**src/rtl/adc_conv_ctrl.sv**
```systemverilog
// Conversion sequencer for a parallel-bus ADC: periodic CONVST, BUSY handshake, CS/RD read strobes.
// Define ADC_AVG_EN to report the mean of every four captures instead of each raw capture.
module adc_conv_ctrl #(
    parameter int SAMPLE_DIV = 50000,
    parameter int CONVST_W   = 4,
    parameter int RD_W       = 3,
    parameter int TIMEOUT    = 255
) (
    input  logic        CLOCK_50,
    input  logic        reset_n,
    input  logic        enable,
    input  logic        adc_busy,
    input  logic [11:0] adc_data,
    output logic        adc_convst_n,
    output logic        adc_cs_n,
    output logic        adc_rd_n,
    output logic [11:0] sample,
    output logic        sample_valid,
    output logic        timeout_err
);

    localparam int TICK_W = (SAMPLE_DIV > 1) ? $clog2(SAMPLE_DIV) : 1;
    localparam int PH_MAX = (CONVST_W > RD_W) ? CONVST_W : RD_W;
    localparam int PH_W   = (PH_MAX > 1) ? $clog2(PH_MAX) : 1;
    localparam int WAIT_W = (TIMEOUT > 1) ? $clog2(TIMEOUT) : 1;

    localparam logic [TICK_W-1:0] TICK_LAST = TICK_W'(SAMPLE_DIV - 1);
    localparam logic [PH_W-1:0]   CONV_LAST = PH_W'(CONVST_W - 1);
    localparam logic [PH_W-1:0]   RD_LAST   = PH_W'(RD_W - 1);
    localparam logic [WAIT_W-1:0] WAIT_LAST = WAIT_W'(TIMEOUT - 1);

    typedef enum logic [2:0] {
        IDLE,
        CONV,
        WAIT_HI,
        WAIT_LO,
        READ,
        DONE
    } state_t;

    state_t            state;
    logic [TICK_W-1:0] tick_cnt;
    logic              tick;
    logic              busy_meta;
    logic              busy_sync;
    logic [PH_W-1:0]   phase_cnt;
    logic [WAIT_W-1:0] wait_cnt;

`ifdef ADC_AVG_EN
    logic [13:0] avg_sum;
    logic [1:0]  avg_cnt;
    logic [13:0] avg_next;

    assign avg_next = avg_sum + {2'b00, adc_data};
`endif

    assign tick = (tick_cnt == TICK_LAST);

    // Sample-rate timebase keeps running regardless of what the sequencer is doing.
    always_ff @(posedge CLOCK_50) begin
        if (!reset_n) begin
            tick_cnt <= '0;
        end else if (tick) begin
            tick_cnt <= '0;
        end else begin
            tick_cnt <= tick_cnt + 1'b1;
        end
    end

    always_ff @(posedge CLOCK_50) begin
        if (!reset_n) begin
            busy_meta <= 1'b0;
            busy_sync <= 1'b0;
        end else begin
            busy_meta <= adc_busy;
            busy_sync <= busy_meta;
        end
    end

    // The wait counter spans both BUSY phases so a stuck-high BUSY also times out.
    always_ff @(posedge CLOCK_50) begin
        if (!reset_n) begin
            state        <= IDLE;
            phase_cnt    <= '0;
            wait_cnt     <= '0;
            adc_convst_n <= 1'b1;
            adc_cs_n     <= 1'b1;
            adc_rd_n     <= 1'b1;
            sample       <= '0;
            sample_valid <= 1'b0;
            timeout_err  <= 1'b0;
`ifdef ADC_AVG_EN
            avg_sum      <= '0;
            avg_cnt      <= '0;
`endif
        end else begin
            sample_valid <= 1'b0;
            case (state)
                IDLE: begin
                    if (tick && enable) begin
                        state        <= CONV;
                        phase_cnt    <= '0;
                        adc_convst_n <= 1'b0;
                    end
                end
                CONV: begin
                    if (phase_cnt == CONV_LAST) begin
                        adc_convst_n <= 1'b1;
                        wait_cnt     <= '0;
                        state        <= WAIT_HI;
                    end else begin
                        phase_cnt <= phase_cnt + 1'b1;
                    end
                end
                WAIT_HI: begin
                    if (wait_cnt == WAIT_LAST) begin
                        timeout_err <= 1'b1;
                        state       <= IDLE;
                    end else begin
                        wait_cnt <= wait_cnt + 1'b1;
                        if (busy_sync) begin
                            state <= WAIT_LO;
                        end
                    end
                end
                WAIT_LO: begin
                    if (!busy_sync) begin
                        phase_cnt <= '0;
                        adc_cs_n  <= 1'b0;
                        adc_rd_n  <= 1'b0;
                        state     <= READ;
                    end else if (wait_cnt == WAIT_LAST) begin
                        timeout_err <= 1'b1;
                        state       <= IDLE;
                    end else begin
                        wait_cnt <= wait_cnt + 1'b1;
                    end
                end
                READ: begin
                    if (phase_cnt == RD_LAST) begin
                        adc_cs_n <= 1'b1;
                        adc_rd_n <= 1'b1;
                        state    <= DONE;
`ifdef ADC_AVG_EN
                        if (avg_cnt == 2'd3) begin
                            sample       <= avg_next[13:2];
                            sample_valid <= 1'b1;
                            avg_sum      <= '0;
                            avg_cnt      <= '0;
                        end else begin
                            avg_sum <= avg_next;
                            avg_cnt <= avg_cnt + 2'd1;
                        end
`else
                        sample       <= adc_data;
                        sample_valid <= 1'b1;
`endif
                    end else begin
                        phase_cnt <= phase_cnt + 1'b1;
                    end
                end
                DONE: begin
                    state <= IDLE;
                end
                default: begin
                    state <= IDLE;
                end
            endcase
        end
    end

endmodule

```
**config.mk**
```make
export PLATFORM = sky130hd
export DESIGN_NAME = adc_conv_ctrl
export DESIGN_NICKNAME = d
export VERILOG_FILES = /design/src/rtl/adc_conv_ctrl.sv
export SDC_FILE = /design/constraint.sdc
export NUM_CORES = 1
export LEC_CHECK = 0
export CORE_MARGIN = 4
export CORE_UTILIZATION = 25
export CTS_CLUSTER_SIZE = 12
export DETAILED_ROUTE_END_ITERATION = 10
export DONT_BUFFER_PORTS = 1
export PLACE_DENSITY = 0.41
export SLEW_MARGIN = 20
export SYNTH_ARGS = -nofsm -noshare
export SYNTH_HDL_FRONTEND = slang
export SYNTH_SLANG_ARGS = --single-unit
```
**constraint.sdc**
```tcl
create_clock -name CLOCK_50 -period 1.4 [get_ports CLOCK_50]
set_input_delay 0.42 -clock CLOCK_50 [delete_from_list [all_inputs] [get_ports CLOCK_50]]
set_output_delay 0.42 -clock CLOCK_50 [all_outputs]
set_load 0.02 [all_outputs]
```
-- After elaboration in Yosys (flattened, before gate mapping)
Index checks and enable logic that the tools add are counted.
- bits in registers: 47
- output and inout port bits: 17
- logic and storage cells: 75
- bitwise operators: 1
- add/sub/neg operators: 3
- equal/unequal tests: 17
- mux-type cells: 27
- reductions and logical operators: 16
- operators by type and width (cell ; count):
    two-way mux 8 bit ; 3
    case mux 8 bit (3 select lines) ; 1
    two-way mux 3 bit ; 7
    adder 16 x 1 -> 16 bit, second input constant ; 1
    equality test 16 bit, second input constant ; 1
    case mux 3 bit (5 select lines) ; 1
    inequality test 2 bit, second input constant ; 7
    AND reduction 5 bit ; 2
    AND reduction 3 bit ; 3
    adder 8 x 1 -> 8 bit, second input constant ; 1
    equality test 8 bit, second input constant ; 1
    two-way mux 2 bit ; 4
    case mux 2 bit (4 select lines) ; 1
    two-way mux 1 bit ; 7
    equality test 3 x 2 -> 1 bit, second input constant ; 2
    inequality test 3 bit, second input constant ; 2
    case mux 1 bit (2 select lines) ; 3
    AND reduction 2 bit ; 3
    nonzero test 2 bit ; 3
    equality test 2 bit, second input constant ; 2
    nonzero test 4 bit ; 1
    equality test 3 x 1 -> 1 bit, second input constant ; 1
    equality test 3 bit, second input constant ; 1
    logical NOT 3 bit ; 1
    other kinds (5) ; 5

-- Longest topological paths before layout
Gate-level depths: netlist of run 1.
- word-level depth: 4
- depth in mapped cells: 7
- gate-level depth less buffers: 7

-- Worst setup path after synthesis of run 1
OpenSTA, ideal clock, no wires.
- kind: reg-to-reg
- start point: register tick_cnt[0]
- end point: register tick_cnt[10]
- data required time: 1.272 ns
- path slack: -0.120 ns
- stages on the path, launching flop included: 7
- arrival time: 1.392 ns
- clock period less this slack: 1.520 ns
- cells stage by stage: dfxtp_1 > ha_1 > and3_1 > nand4_1 > nand2_1 > clkbuf_1 > nor2_1
- cells in the longest elaborated chain, start to end: 2
- elaborated cells between the ends (all ways): 3
- those cells by class: add/sub: 1; eq/ne: 1; reduce/logical: 1
- ends and longest elaborated chain (item ; RTL line ; source):
    start, declared ; 42 ; logic [TICK_W-1:0] tick_cnt;
    start signal, assigned ; 66 ; tick_cnt <= tick_cnt + 1'b1;
    branches (longest 2 deep; another with adder 16 x 1 -> 16 bit) ; -- ;
Several ways; the timed one is not identified.
A chain may end at the register's enable or synchronous reset.

-- Worst setup path in the final report of run 1
- start point: register wait_cnt[2]
- end point: register wait_cnt[4]
- cells in the longest elaborated chain, start to end: 4
- elaborated cells between the ends (all ways): 5
- those cells by class: add/sub: 1; eq/ne: 1; mux: 3
- ends and longest elaborated chain (item ; RTL line ; source):
    start, declared ; 47 ; logic [WAIT_W-1:0] wait_cnt;
    start signal, assigned ; 120 ; wait_cnt <= wait_cnt + 1'b1;
    start signal, assigned ; 136 ; wait_cnt <= wait_cnt + 1'b1;
    adder 8 x 1 -> 8 bit or equality test 8 bit (tied branches) ; -- ;
    two-way mux 8 bit (*) ; 116, 132 ;
    two-way mux 8 bit ; 127 ; if (!busy_sync) begin
    case mux 8 bit (3 select lines) (*) ; 98 ; case (state)
Mark *: on every way between the ends. The rest lies on a longest branch, timed or not. The select of a mux whose other input is x is not followed.

==> flow_summary.yaml, run 1 <==
global_routing:
  grt_first_pass_wirelength_mm: 8.50
  grt_antenna_before_repair: 0
  grt_usage: 0.105
  overflow: 0
  grt_max_degree: 30
  grt_pass1_vias: 1802
yosys:
  synth_nets: 269
  synthTopCellsByArea: "dfxtp_1 (45%), nand2_1 (7.3%), xnor2_1 (4.6%)"
  syn_area_per_cell_sq_um: 8.46
  yosys.cell_count.top_type: "dfxtp_1"
  synth_top_area_frac: 0.449
  synth_seq_area_share: 0.449
  syn_area_sq_um: 2100
  ys_ff_latch: 47
  yosysUniqueCellTypes: 42
  yosys_warnings: 0
  yosys.area.top_type: "dfxtp_1"
  synth_common_cells: "dfxtp_1 (47), nand2_1 (41), nor2_1 (25)"
  synth_cells: 248
  synth-edff-count: 0
  synth_ff_type: "dfxtp_1"
  async_reset_ff_frac: 0
worst_setup_path:
  crit_chain: "and4_1 -> and4_4 -> o21a_1 -> or3_1 -> a21oi_1"
  endpoint_kind: "flip-flop"
  r2r_slack_ps: -60
  cp_data_arrival_time_ps: 1700
  cpPeakStageDelay_ps: 330
  rr_startpoint: "wait_cnt[2]"
  path_depth: 5
  ff2ff_path_depth: 5
  worst-setup-path-type: "flip-flop to flip-flop"
  worstPathRequired_ps: 1630
  crit_fanout: 5
  cp_num_buf_inv: 0
  timing.rr.end: "wait_cnt[4]"
  crit_path_start_kind: "flip-flop"
  path_delay_family: "simple AND/OR/NAND/NOR gates"
  slowest_stage: "dfxtp_2"
timing:
  fin_crit_ps: 1460
  finalHoldViolCount: 0
  setup_tns_ps: -298
  fin_worst_skew_ps: 9.77
  tightestPinTransition_ps: 429
  setup_viol: 9
  rsz0062_at_grt: "true"
  layout_setup_ws_ps: -62.8
  slew_headroom: 0.713
  timing.final.crit_share: 1.04
  fin_hold_ws_ps: 189
  fmax_mhz: 684
  maxSlewViolCount: 0
detailed_routing:
  drtPass1Iterations: 4
  drc: 0
  num_vias: 1780
  post_drt_wl_per_cell_um: 12.7
  vias_per_cell: 4.44
  ant_nets: 0
  routed_wl_mm: 5.10
  drt_iter0_markers: 55
clocking:
  insertion_delay_ps: 310
  numCtsBuffers: 5
  cts-root-buf: "clkbuf_8"
  cts_tree: "yes"
  clkTransAtPathRegs_ps: 100
  ctsHoldBuffers: 0
  cts_max_level: 2
  clock-sinks: 47
  clock_path_buffers: 2
run_status:
  violations: "negative setup slack"
  status: "finished, violations left"
cells_and_area:
  fin_nets: 316
  fin_area_sq_um: 2980
  stdcell_count: 401
  drive_above_1_share: 0.378
  syn_to_final_growth_pct: 42.0
  antenna_cells: 0
floorplan:
  core_sq_um: 8180
  die_w_um: 99.6
  initial_core_util: 0.257
  die_y_um: 99.6
  die_area_sq_um: 9920
  ios: 33
  core.rowCount: 33
worst_hold_path:
  hold_class: "input port to flip-flop"
  hold_depth: 1
  hp-start: "reset_n"
  hold-path-endpoint: "adc_rd_n"
placed_design:
  placed_area_sq_um: 2470
  gp_congestion: 0.746
  dp.cells: 377
  dp_hpwl_mm: 3.25
  numPortBuffers: 0
pwr:
  power_frac_comb: 0.028
  swShare: 0.222
  p_per_area_nw_per_um2: 831
  pwr-share-clk: 0.427
  cellLeakagePower_nw: 1.16
  vdd_drop_max_mv: 0.505
  power_switching_uw: 550
  seqPwrFrac: 0.545
  p_int_mw: 1.92
flow_run:
  max-cap-violations: 0
-- layer usage --
metal / up-vias / GRT usage / share of wire / routed length (um)
met5: - / 0 / 0 / 0
met4: 0 / 0.0336 / 0.011 / 55
met3: 5 / 0.0302 / 0.038 / 192
met2: 20 / 0.169 / 0.46 / 2370
met1: 816 / 0.136 / 0.49 / 2490
li1: 939 / - / - / -
-- how the worst max path moves through the flow --
stage | from | endpoint | slack [ps]
after detailed placement | tick_cnt[0] | tick_cnt[12] | -110
final | wait_cnt[2] | wait_cnt[4] | -60
after CTS | wait_cnt[5] | wait_cnt[4] | -70
after global routing | tick_cnt[1] | phase_cnt[0] | -150
after global placement | tick_cnt[10] | phase_cnt[0] | -120
after floorplan | wait_cnt[2] | state[0] | -3
-- power groups by stage --
stage,clock network [mW],registers (mW),logic [mW]
after floorplan,0,1.38,0.0442
after global placement,0,1.38,0.0537
after detailed placement,0,1.38,0.0544
after CTS,1.10,1.35,0.0589
after global routing,1.15,1.35,0.0786
final,1.06,1.35,0.0701
-- placed cells by master, fill, tap and decap left out, types with 4 or more instances in the layout --
| master | count |
|---|---|
| a21boi_1 | 13 |
| a21oi_1 | 4 |
| and2_1 | 6 |
| buf_4 | 41 |
| buf_6 | 6 |
| clkbuf_8 | 5 |
| dfxtp_1 | 29 |
| dfxtp_2 | 14 |
| dfxtp_4 | 4 |
| inv_1 | 7 |
| nand2_1 | 39 |
| nand3_1 | 5 |
| nor2_1 | 25 |
| o21ai_0 | 5 |
| o21ai_1 | 4 |
| xnor2_1 | 11 |
-- through the flow --
| stage | worst slack [ps] | utilization | power, mW |
|---|---|---|---|
| detailed placement | -109 | 0.302 | 1.44 |
| floorplan | -3.14 | - | 1.43 |
| CTS | -69.3 | 0.336 | 2.51 |
| global placement | -122 | 0.302 | 1.44 |
| global route | -150 | 0.364 | 2.58 |
| finish | -62.8 | 0.364 | 2.48 |
-- registers in the layout, indices dropped and copies added, names as in the netlist, 2 cells and up --
name and flops:
state 3, wait_cnt 8, tick_cnt 16, phase_cnt 2, sample 12
-- cell type report --
cell class / count / area, sq um
clock buffer: 5 / 68.8
clock inverter: 3 / 47.5
fill: 856 / 5200
inverter: 8 / 30.0
multi-input combinational: 183 / 1300
sequential: 47 / 973
tap: 105 / 131
timing repair buffer: 50 / 425
-- worst register-to-register path: cells and delay by family, from the launching register on --
| family | cells | cell delay (ps) |
|---|---|---|
| AND/OR/NAND/NOR | 3 | 700 |
| AO/OA/AOI/OAI | 2 | 360 |
| flip-flops | 1 | 330 |
-- timing repair --
| item | in CTS | in global routing |
|---|---|---|
| pin swaps | 6 | 15 |
| gates cloned | 1 | 3 |
| endpoints found under the setup margin | 37 | 36 |
| resized for setup | 32 | 35 |
| buffers inserted | 6 | 7 |
-- cells by family after synthesis --
family,Yosys count,share of synthesized area
AND/OR/NAND/NOR,115,0.272
XOR/XNOR,14,0.0585
buffers and inverters,20,0.0412
adder cells (fa/ha/maj),5,0.0298
flip-flops,47,0.449
AO/OA/AOI/OAI,47,0.150
(Power assumes the default switching activity.)
==> run 2: changes to the inputs <==
Settings changed: GPL_ROUTABILITY_DRIVEN from default to 0.
==> results of run 2 <==
No change in the layout: final DEF, timing and power equal those of run 1.
==> run 3: changes to the inputs <==
Settings changed: CAP_MARGIN from default to 20, CORE_MARGIN 4 to 3.
==> flow_summary.yaml, run 3 (synthesis gave the netlist of run 1 again) <==
floorplan:
  die_y_um: 97.6
  initial_core_util: 0.265
  die_area_sq_um: 9520
  die_w_um: 97.6
  ios: 33
  core.rowCount: 32
  core_sq_um: 7930
detailed_routing:
  drtPass1Iterations: 4
  routed_wl_mm: 5.15
  vias_per_cell: 4.58
  drc: 0
  num_vias: 1835
  drt_iter0_markers: 65
  ant_nets: 0
  post_drt_wl_per_cell_um: 12.9
worst_setup_path:
  crit_path_start_kind: "flip-flop"
  rr_startpoint: "tick_cnt[10]"
  timing.rr.end: "tick_cnt[13]"
  r2r_slack_ps: -90
  crit_fanout: 4
  worst-setup-path-type: "flip-flop to flip-flop"
  slowest_stage: "dfxtp_4"
  endpoint_kind: "flip-flop"
  cpPeakStageDelay_ps: 380
  crit_chain: "buf_6 -> nand3_4 -> or3_4 -> or3_4 -> a21oi_2"
  ff2ff_path_depth: 5
  worstPathRequired_ps: 1630
  cp_data_arrival_time_ps: 1710
  crit_top_cell: "or3_4"
timing:
  rsz0062_at_grt: "true"
  fin_worst_skew_ps: 11.3
  slew_headroom: 0.718
  maxSlewViolCount: 0
  timing.final.crit_share: 1.06
  fin_crit_ps: 1490
  layout_setup_ws_ps: -88.2
  finalHoldViolCount: 0
  fmax_mhz: 672
  setup_viol: 23
  tightestPinTransition_ps: 422
cells_and_area:
  fin_nets: 319
  layout_common_cells: "buf_4 (47), nand2_1 (40), dfxtp_1 (31)"
  drive_above_1_share: 0.425
  fillers: 813
  syn_to_final_growth_pct: 47.0
  reg.largest.list: "tick_cnt: 16 flops, sample: 12 flops, wait_cnt: 8 flops"
  largest_register_ffs: 16
  antenna_cells: 0
  registers.top_by_ff_count: "tick_cnt"
  fin_area_sq_um: 3080
  final_common_cell: "buf_4"
global_routing:
  grt_first_pass_wirelength_mm: 8.64
  overflow: 0
  grt_usage: 0.110
  grt_antenna_before_repair: 0
  grt_pass1_vias: 1836
  grt_max_degree: 30
placed_design:
  numPortBuffers: 0
  dp_hpwl_mm: 3.37
  pre_cts_ws_ps: -125
  placed_area_sq_um: 2580
worst_hold_path:
  hold_depth: 1
  hold-path-endpoint: "adc_rd_n"
  hold_class: "input port to flip-flop"
  hp-start: "reset_n"
clocking:
  cts_max_level: 2
  ctsHoldBuffers: 0
  clock_path_buffers: 2
  cts-root-buf: "clkbuf_8"
  insertion_delay_ps: 290
  clock-sinks: 47
  numCtsBuffers: 5
  clkTransAtPathRegs_ps: 90
  cts_tree: "yes"
run_status:
  status: "finished, violations left"
  violations: "negative setup slack"
pwr:
  finalPower_mw: 2.26
  cellLeakagePower_nw: 1.15
  p_per_area_nw_per_um2: 732
  vdd_drop_max_mv: 0.333
flow_run:
  max-cap-violations: 0
## run 3: layer usage
| layer | part of all wire | track usage | wire (um) |
|---|---|---|---|
| met1 | 0.47 | 0.147 | 2430 |
| met2 | 0.50 | 0.173 | 2560 |
| met3 | 0.025 | 0.0280 | 128 |
| met4 | 0.0074 | 0.0319 | 38 |
| met5 | 0 | 0 | 0 |
## run 3: how the worst max path moves through the flow
stage | from | end | slack, ps
floorplan | wait_cnt[2] | state[0] | -3
global placement | tick_cnt[5] | tick_cnt[15] | -150
detailed placement | tick_cnt[5] | tick_cnt[15] | -120
CTS | wait_cnt[2] | state[0] | -70
global route | wait_cnt[0] | wait_cnt[3] | -170
finish | tick_cnt[10] | tick_cnt[13] | -90
## run 3: repair_timing
item                                    CTS  global route
cloned                                    1             0
endpoints found under the setup margin   24            38
pin swaps                                15            21
buffers inserted                          4             3
gates resized for setup                  31            52
## run 3: per-stage QoR
step	hold WS, ps	cells	setup TNS [ps]	utilization
2_1_floorplan	412	248	-3.14	-
3_3_place_gp	420	386	-925	0.325
3_5_place_dp	433	386	-923	0.325
4_1_cts	194	398	-632	0.357
5_1_grt	175	401	-2360	0.389
6_report	203	401	-721	0.389
## run 3: final cells by class
type | count | area [sq um] | share of cell area
multi-input cells | 181 | 1380 | 0.449
flip-flops and latches | 47 | 968 | 0.314
repair buffers | 55 | 485 | 0.157
well taps | 102 | 128 | 0.0414
clock buffers | 6 | 72.6 | 0.0235
inverters | 8 | 32.5 | 0.0106
clock inverters | 2 | 12.5 | 0.00406
## run 3: power breakdown
| part | switching (mW) | leakage (nW) | internal, mW |
|---|---|---|---|
| clock network | 0.467 | 0.0412 | 0.350 |
| logic | 0.0388 | 0.720 | 0.0513 |
| registers | 0.00783 | 0.388 | 1.34 |
## run 3: worst max-delay path: cells and delay by family (launching register included)
family	cells	cell delay [ps]
AOI/OAI and AO/OA	1	120
buffers and inverters	1	100
DFF	1	380
and+or+nand+nor	3	820
==> variant 1: new RTL, settings of run 2 <==
`TIMEOUT`: 255 -> 510.
--- a/src/rtl/adc_conv_ctrl.sv
+++ b/src/rtl/adc_conv_ctrl.sv
@@ -5,5 +5,5 @@
     parameter int CONVST_W   = 4,
     parameter int RD_W       = 3,
-    parameter int TIMEOUT    = 255
+    parameter int TIMEOUT    = 510
 ) (
     input  logic        CLOCK_50,
Check against the original RTL: no difference found for any inputs over 10 cycles, from zero or initial values and one cycle with reset_n low; that may be too few to reach the edited logic, so the function may still have changed.
==> variant 1 against run 2 <==
The run still ends with setup timing left. Wire length is 0.53% higher. Final area grew 1.3%. Setup slack worse by 0.40 ns. Via count is 0.51% higher. Count of clock-buffer cells in the layout stayed put. First-iteration DRC count down 22%. Sequential cell count increased by 1. Area after synthesis grew 2.2%. Critical path type unchanged. Largest cell class unchanged.
Power is not compared: it rests on default switching activity, and its combinational part moved more than twofold at a synthesized area within 25%.
==> variant 1: results (changes against run 2) <==
Hold Crit Class=input pin to register (unchanged); leakage=about 1.2 nW; number of global-route vias before repair=1735 (was 1802); Reg clk slew, reported paths=around 0.090 ns; commonest cells in the netlist=dfxtp_1, nand2_1, nor2_1 (unchanged); delay-heaviest family, CP=simple AND/OR/NAND/NOR gates (unchanged); Final Skew=0.01366 ns (was 0.009767 ns); Largest register FFs=16 (unchanged); WL final=5129 um (was 5102 um); top-count cell post-synth=dfxtp_1 (unchanged); library cells used by synthesis=44 (was 42); pin count of the biggest net entering global routing=33 (was 30); min-delay src=reset_n (unchanged); Syn. warnings=0 (unchanged); r2r endpoint=tick_cnt[14] (was wait_cnt[4]); clk_lat worst skew=0.31 ns (about the same); Critical R2R Launch=tick_cnt[13] (was wait_cnt[2]); first-pass GRT wire length=8666 um (was 8500 um); Clock Tree Root=clkbuf_8 (unchanged); Largest regs=tick_cnt (16), sample (12), wait_cnt (9) (was tick_cnt (16), sample (12), wait_cnt (8)); slowest stage cell on the critical path=or4_4 (was dfxtp_2); CP Max Fanout=6 (was 5); share of layout cells above drive strength 1=0.3300 (was 0.3784); Initial DRC Count=43 (was 55); Hold Slack=0.1864 ns (was 0.1892 ns); flop-to-flop setup slack=-0.47 ns (was -0.06 ns); setup ws final=-0.4655 ns (was -0.06280 ns); Mapped Nets=267 (was 269); Post-DP HPWL=3495 um (was 3246 um); initial antenna violation count=0 (unchanged); Antenna Cells=0 (unchanged); Via density=4.417 (was 4.439); Max Root-Sink Buffers=2 (unchanged); drt first pass iters=4 (unchanged); # nets final=320 (was 316); H-Tree Depth=2 (unchanged); Synth area leaders=dfxtp_1, nand2_1, nor2_1, a21boi_0, xor2_1 (was dfxtp_1, nand2_1, xnor2_1, nor2_1, a21boi_1); failing checks=setup timing (unchanged); count of final setup violators=26 (was 9); outcome=finished, violations left (unchanged); Total GRT Usage=0.1080 (was 0.1053); PortBufs=0 (unchanged); Max-slew headroom=0.7256 (was 0.7134); crit-path max cell delay=0.57 ns (was 0.33 ns); Startpoint Class=register (unchanged); sequential-to-total area share from yosys stat=0.4483 (was 0.4487)
## variant 1: worst max path at each step
| stage | end | cells after the start |
|---|---|---|
| floorplan | tick_cnt[4] | 5 |
| global placement | adc_convst_n | 5 |
| detailed placement | state[0] | 5 |
| CTS | state[0] | 5 |
| global route | state[0] | 5 |
| finish | tick_cnt[14] | 5 |
## variant 1: what timing repair did
| item | in CTS | in global routing |
|---|---|---|
| gates cloned | 2 | 0 |
| buffers inserted | 3 | 2 |
| gates resized for setup | 13 | 11 |
| setup endpoints to repair | 42 | 41 |
| pin swaps | 9 | 9 |
| hold buffers | 0 | 0 |
## variant 1: power breakdown
group          internal [mW]  switching, mW  leakage (nW)  total [mW]
clock network          0.893          0.491        0.0784        1.38
registers               1.39         0.0233         0.391        1.41
logic                  0.100         0.0842         0.758       0.184
total                   2.38          0.598          1.23        2.98
## variant 1: final cells by class
cell class / count / area, um^2
Clock inverter: 3 / 90.09
Sequential cell: 48 / 968.4
Timing Repair Buffer: 58 / 455.4
Clock buffer: 5 / 68.82
Multi-Input combinational cell: 182 / 1287
Fill cell: 871 / 5241
Inverter: 4 / 15.01
Tap cell: 105 / 131.4
## variant 1: logic make-up after synthesis
logic type | after synthesis | synth area share
AO/OA/AOI/OAI | 36 | 0.1226
XOR/XNOR | 17 | 0.06947
adder cells (fa/ha/maj) | 5 | 0.02919
buffers and inverters | 18 | 0.03736
flip-flops | 48 | 0.4483
multiplexers | 4 | 0.01868
AND/OR/NAND/NOR | 118 | 0.2744
## variant 1: metal layers
| layer | part of all wire | global-route usage |
|---|---|---|
| met5 | 0 | 0 |
| met4 | 0.014 | 0.03938 |
| met3 | 0.038 | 0.02768 |
| met2 | 0.48 | 0.1742 |
| met1 | 0.47 | 0.1386 |
## variant 1: through the flow
| stage | cell area (um^2) | instances | TNS [ns] | setup WS [ns] | power [mW] |
|---|---|---|---|---|---|
| after global routing | 3017 | 405 | -10.65 | -0.5292 | 3.106 |
| after global placement | 2691 | 390 | -8.502 | -0.3867 | 1.609 |
| final | 3017 | 405 | -8.306 | -0.4655 | 2.979 |
| after floorplan | 2232 | 246 | -6.474 | -0.3710 | 1.545 |
| after CTS | 2953 | 403 | -7.084 | -0.4412 | 3.019 |
| after detailed placement | 2691 | 390 | -9.179 | -0.4240 | 1.610 |
==> variant 2: new RTL, config.mk and constraints of run 2 <==
Without the edit above. Re-encode `state_t` (6 states) as one-hot, 6 bits wide.
--- a/src/rtl/adc_conv_ctrl.sv
+++ b/src/rtl/adc_conv_ctrl.sv
@@ -30,11 +30,11 @@
     localparam logic [WAIT_W-1:0] WAIT_LAST = WAIT_W'(TIMEOUT - 1);
 
-    typedef enum logic [2:0] {
-        IDLE,
-        CONV,
-        WAIT_HI,
-        WAIT_LO,
-        READ,
-        DONE
+    typedef enum logic [5:0] {
+        IDLE    = 6'b000001,
+        CONV    = 6'b000010,
+        WAIT_HI = 6'b000100,
+        WAIT_LO = 6'b001000,
+        READ    = 6'b010000,
+        DONE    = 6'b100000
     } state_t;
 
Function: no difference found for any inputs over 10 cycles, from zero or initial values and one cycle with reset_n low; not proved beyond that.
==> variant 2 against run 2 <==
The flow still finishes with violations (setup timing). Sequential cell count up 3. Critical path type unchanged. Area after synthesis up 8.2%. Critical path depth unchanged. Setup slack worse by 0.43 ns. Wire length up 6.5%. Count of clock-buffer cells in the layout up 2. Core utilization down 0.10 points. Final area up 6.9%. Synthesized cell count up 5.2%.
Power is not compared: it rests on default switching activity, and its combinational part moved more than twofold at a synthesized area within 25%.
==> variant 2: results (changes against run 2) <==
r2r endpoint=state[1] (was wait_cnt[4]); critical path class=register to register (unchanged); Total GRT Usage=0.1054 (was 0.1053); Post-DP HPWL=3808 um (was 3246 um); WL final=5433 um (was 5102 um); Antenna Cells=0 (unchanged); post-synthesis adder-cell area fraction=0.02758 (was 0.02983); commonest cells in the netlist=dfxtp_1, nand2_1, nor2_1 (unchanged); Synth Area in Compound Gates=0.1037 (was 0.1498); xor/xnor share of the synthesized area=0.08108 (was 0.05847); mux cell area share after synthesis=0.004413 (was 0); Worst-Margin Slew=0.4305 ns (was 0.4294 ns); clk_lat worst skew=about 0.3 ns; setup ws final=-0.4907 ns (was -0.06280 ns); Peak VDD IR=0.5081 mV; # nets final=343 (was 316); PortBufs=0 (unchanged); Synth area leaders=dfxtp_1, xor2_1, nand2_1, nor2_1, nand3_1 (was dfxtp_1, nand2_1, xnor2_1, nor2_1, a21boi_1); met2 global-route usage=0.1648 (was 0.1694); Clock Tree Root=clkbuf_8 (unchanged); Mean Syn Cell Area=8.691 um^2 (was 8.456 um^2); met1 Use GR=0.1430 (was 0.1361); share of layout cells above drive strength 1=0.3696 (was 0.3784); Largest regs=tick_cnt (16), sample (12), wait_cnt (8) (unchanged); Final Skew=0.007652 ns (was 0.009767 ns); met3 usage=0.02683 (was 0.03015); Initial DRC Count=59 (was 55); outcome=finished, violations left (unchanged); CP Max Fanout=3 (was 5); critical path endpoint=state[1] (was wait_cnt[4]); first-pass GRT wire length=8887 um (was 8500 um); sequential-to-total area share from yosys stat=0.4413 (was 0.4487); count of final setup violators=42 (was 9); number of global-route vias before repair=1828 (was 1802); pin count of the biggest net entering global routing=26 (was 30); Via density=4.553 (was 4.439); FILL cells=915 (was 856); drt first pass iters=4 (unchanged); Critical R2R Launch=tick_cnt[13] (was wait_cnt[2]); failing checks=setup timing (unchanged); CP arrival=2.10 ns (was 1.70 ns); non-filler instance count after layout=430 (was 401); initial antenna violation count=0 (unchanged); Mapped Nets=282 (was 269); Cells after DPL=415 (was 377)
[variant 2: changes by cell type in the layout (fill, tap and decap cells not counted), moves of 8 or more]
| cell | before | now |
|---|---|---|
| buf_4 | 41 | 56 |
| nand2_1 | 39 | 31 |
| dfxtp_1 | 29 | 42 |
| nor2_1 | 25 | 15 |
| xor2_1 | 3 | 14 |
| nor2_4 | 0 | 9 |
| nand3_1 | 5 | 16 |
[variant 2: where the power goes]
group / leakage (nW) / internal [mW] / switching [mW]
registers: 0.407 / 1.48 / 0.0963
clock network: 0.0383 / 0.346 / 0.457
logic: 0.774 / 0.492 / 0.391
total: 1.22 / 2.32 / 0.944
[variant 2: area by class of cell]
| cell class | count | share of cell area |
|---|---|---|
| Tap cell | 108 | 0.04245 |
| Timing Repair Buffer | 67 | 0.1749 |
| Multi-Input combinational cell | 191 | 0.4328 |
| Inverter | 7 | 0.008255 |
| Sequential cell | 50 | 0.3176 |
| Clock buffer | 7 | 0.02398 |
[variant 2: critical path, cell delays in order, from the launching register on]
cell and delay (ns):
dfxtp_2 0.33, or4b_4 0.55, nor4_4 0.30, a21oi_2 0.10, or3_1 0.33, a221oi_2 0.21
[variant 2: per-stage QoR]
| step | cell area, um^2 | power (mW) | hold slack [ns] | worst slack, ns | setup TNS, ns |
|---|---|---|---|---|---|
| floorplan | 2293 | 1.959 | 0.4119 | -0.4265 | -6.036 |
| global placement | 2796 | 2.247 | 0.4172 | -0.5017 | -9.113 |
| detailed placement | 2796 | 2.243 | 0.4215 | -0.5502 | -8.946 |
| CTS | 3009 | 3.195 | 0.1746 | -0.4943 | -7.930 |
| global route | 3183 | 3.472 | 0.1691 | -0.5826 | -13.77 |
| finish | 3183 | 3.261 | 0.1920 | -0.4907 | -10.45 |
[variant 2: how the worst min path moves through the flow]
| stage | to | startpoint | cells after the start | slack, ns |
|---|---|---|---|---|
| 2_1_floorplan | busy_sync | busy_meta | 1 | 0.41 |
| 3_3_place_gp | busy_sync | busy_meta | 1 | 0.42 |
| 3_5_place_dp | busy_sync | busy_meta | 1 | 0.42 |
| 4_1_cts | adc_rd_n | reset_n | 1 | 0.17 |
| 5_1_grt | adc_rd_n | reset_n | 1 | 0.17 |
| 6_report | adc_rd_n | reset_n | 1 | 0.19 |
[variant 2: what timing repair did]
item	in CTS	in global routing
hold buffers	0	0
cloned	1	0
gates resized for setup	38	36
endpoints found under the setup margin	45	46
buffers inserted	2	5
pin swaps	14	21
[variant 2: logic make-up after synthesis]
group | count (synthesis)
AND/OR/NAND/NOR | 129
multiplexers | 1
flip-flops | 50
AO/OA/AOI/OAI | 35
adder cells (fa/ha/maj) | 5
XOR/XNOR | 21
buffers and inverters | 20
[variant 2: layer usage]
layer  up-vias  routed length, um
met2        18               2698
met3         8                161
met5         -                  0
li1       1020                  -
met4         0                 61
met1       912               2511
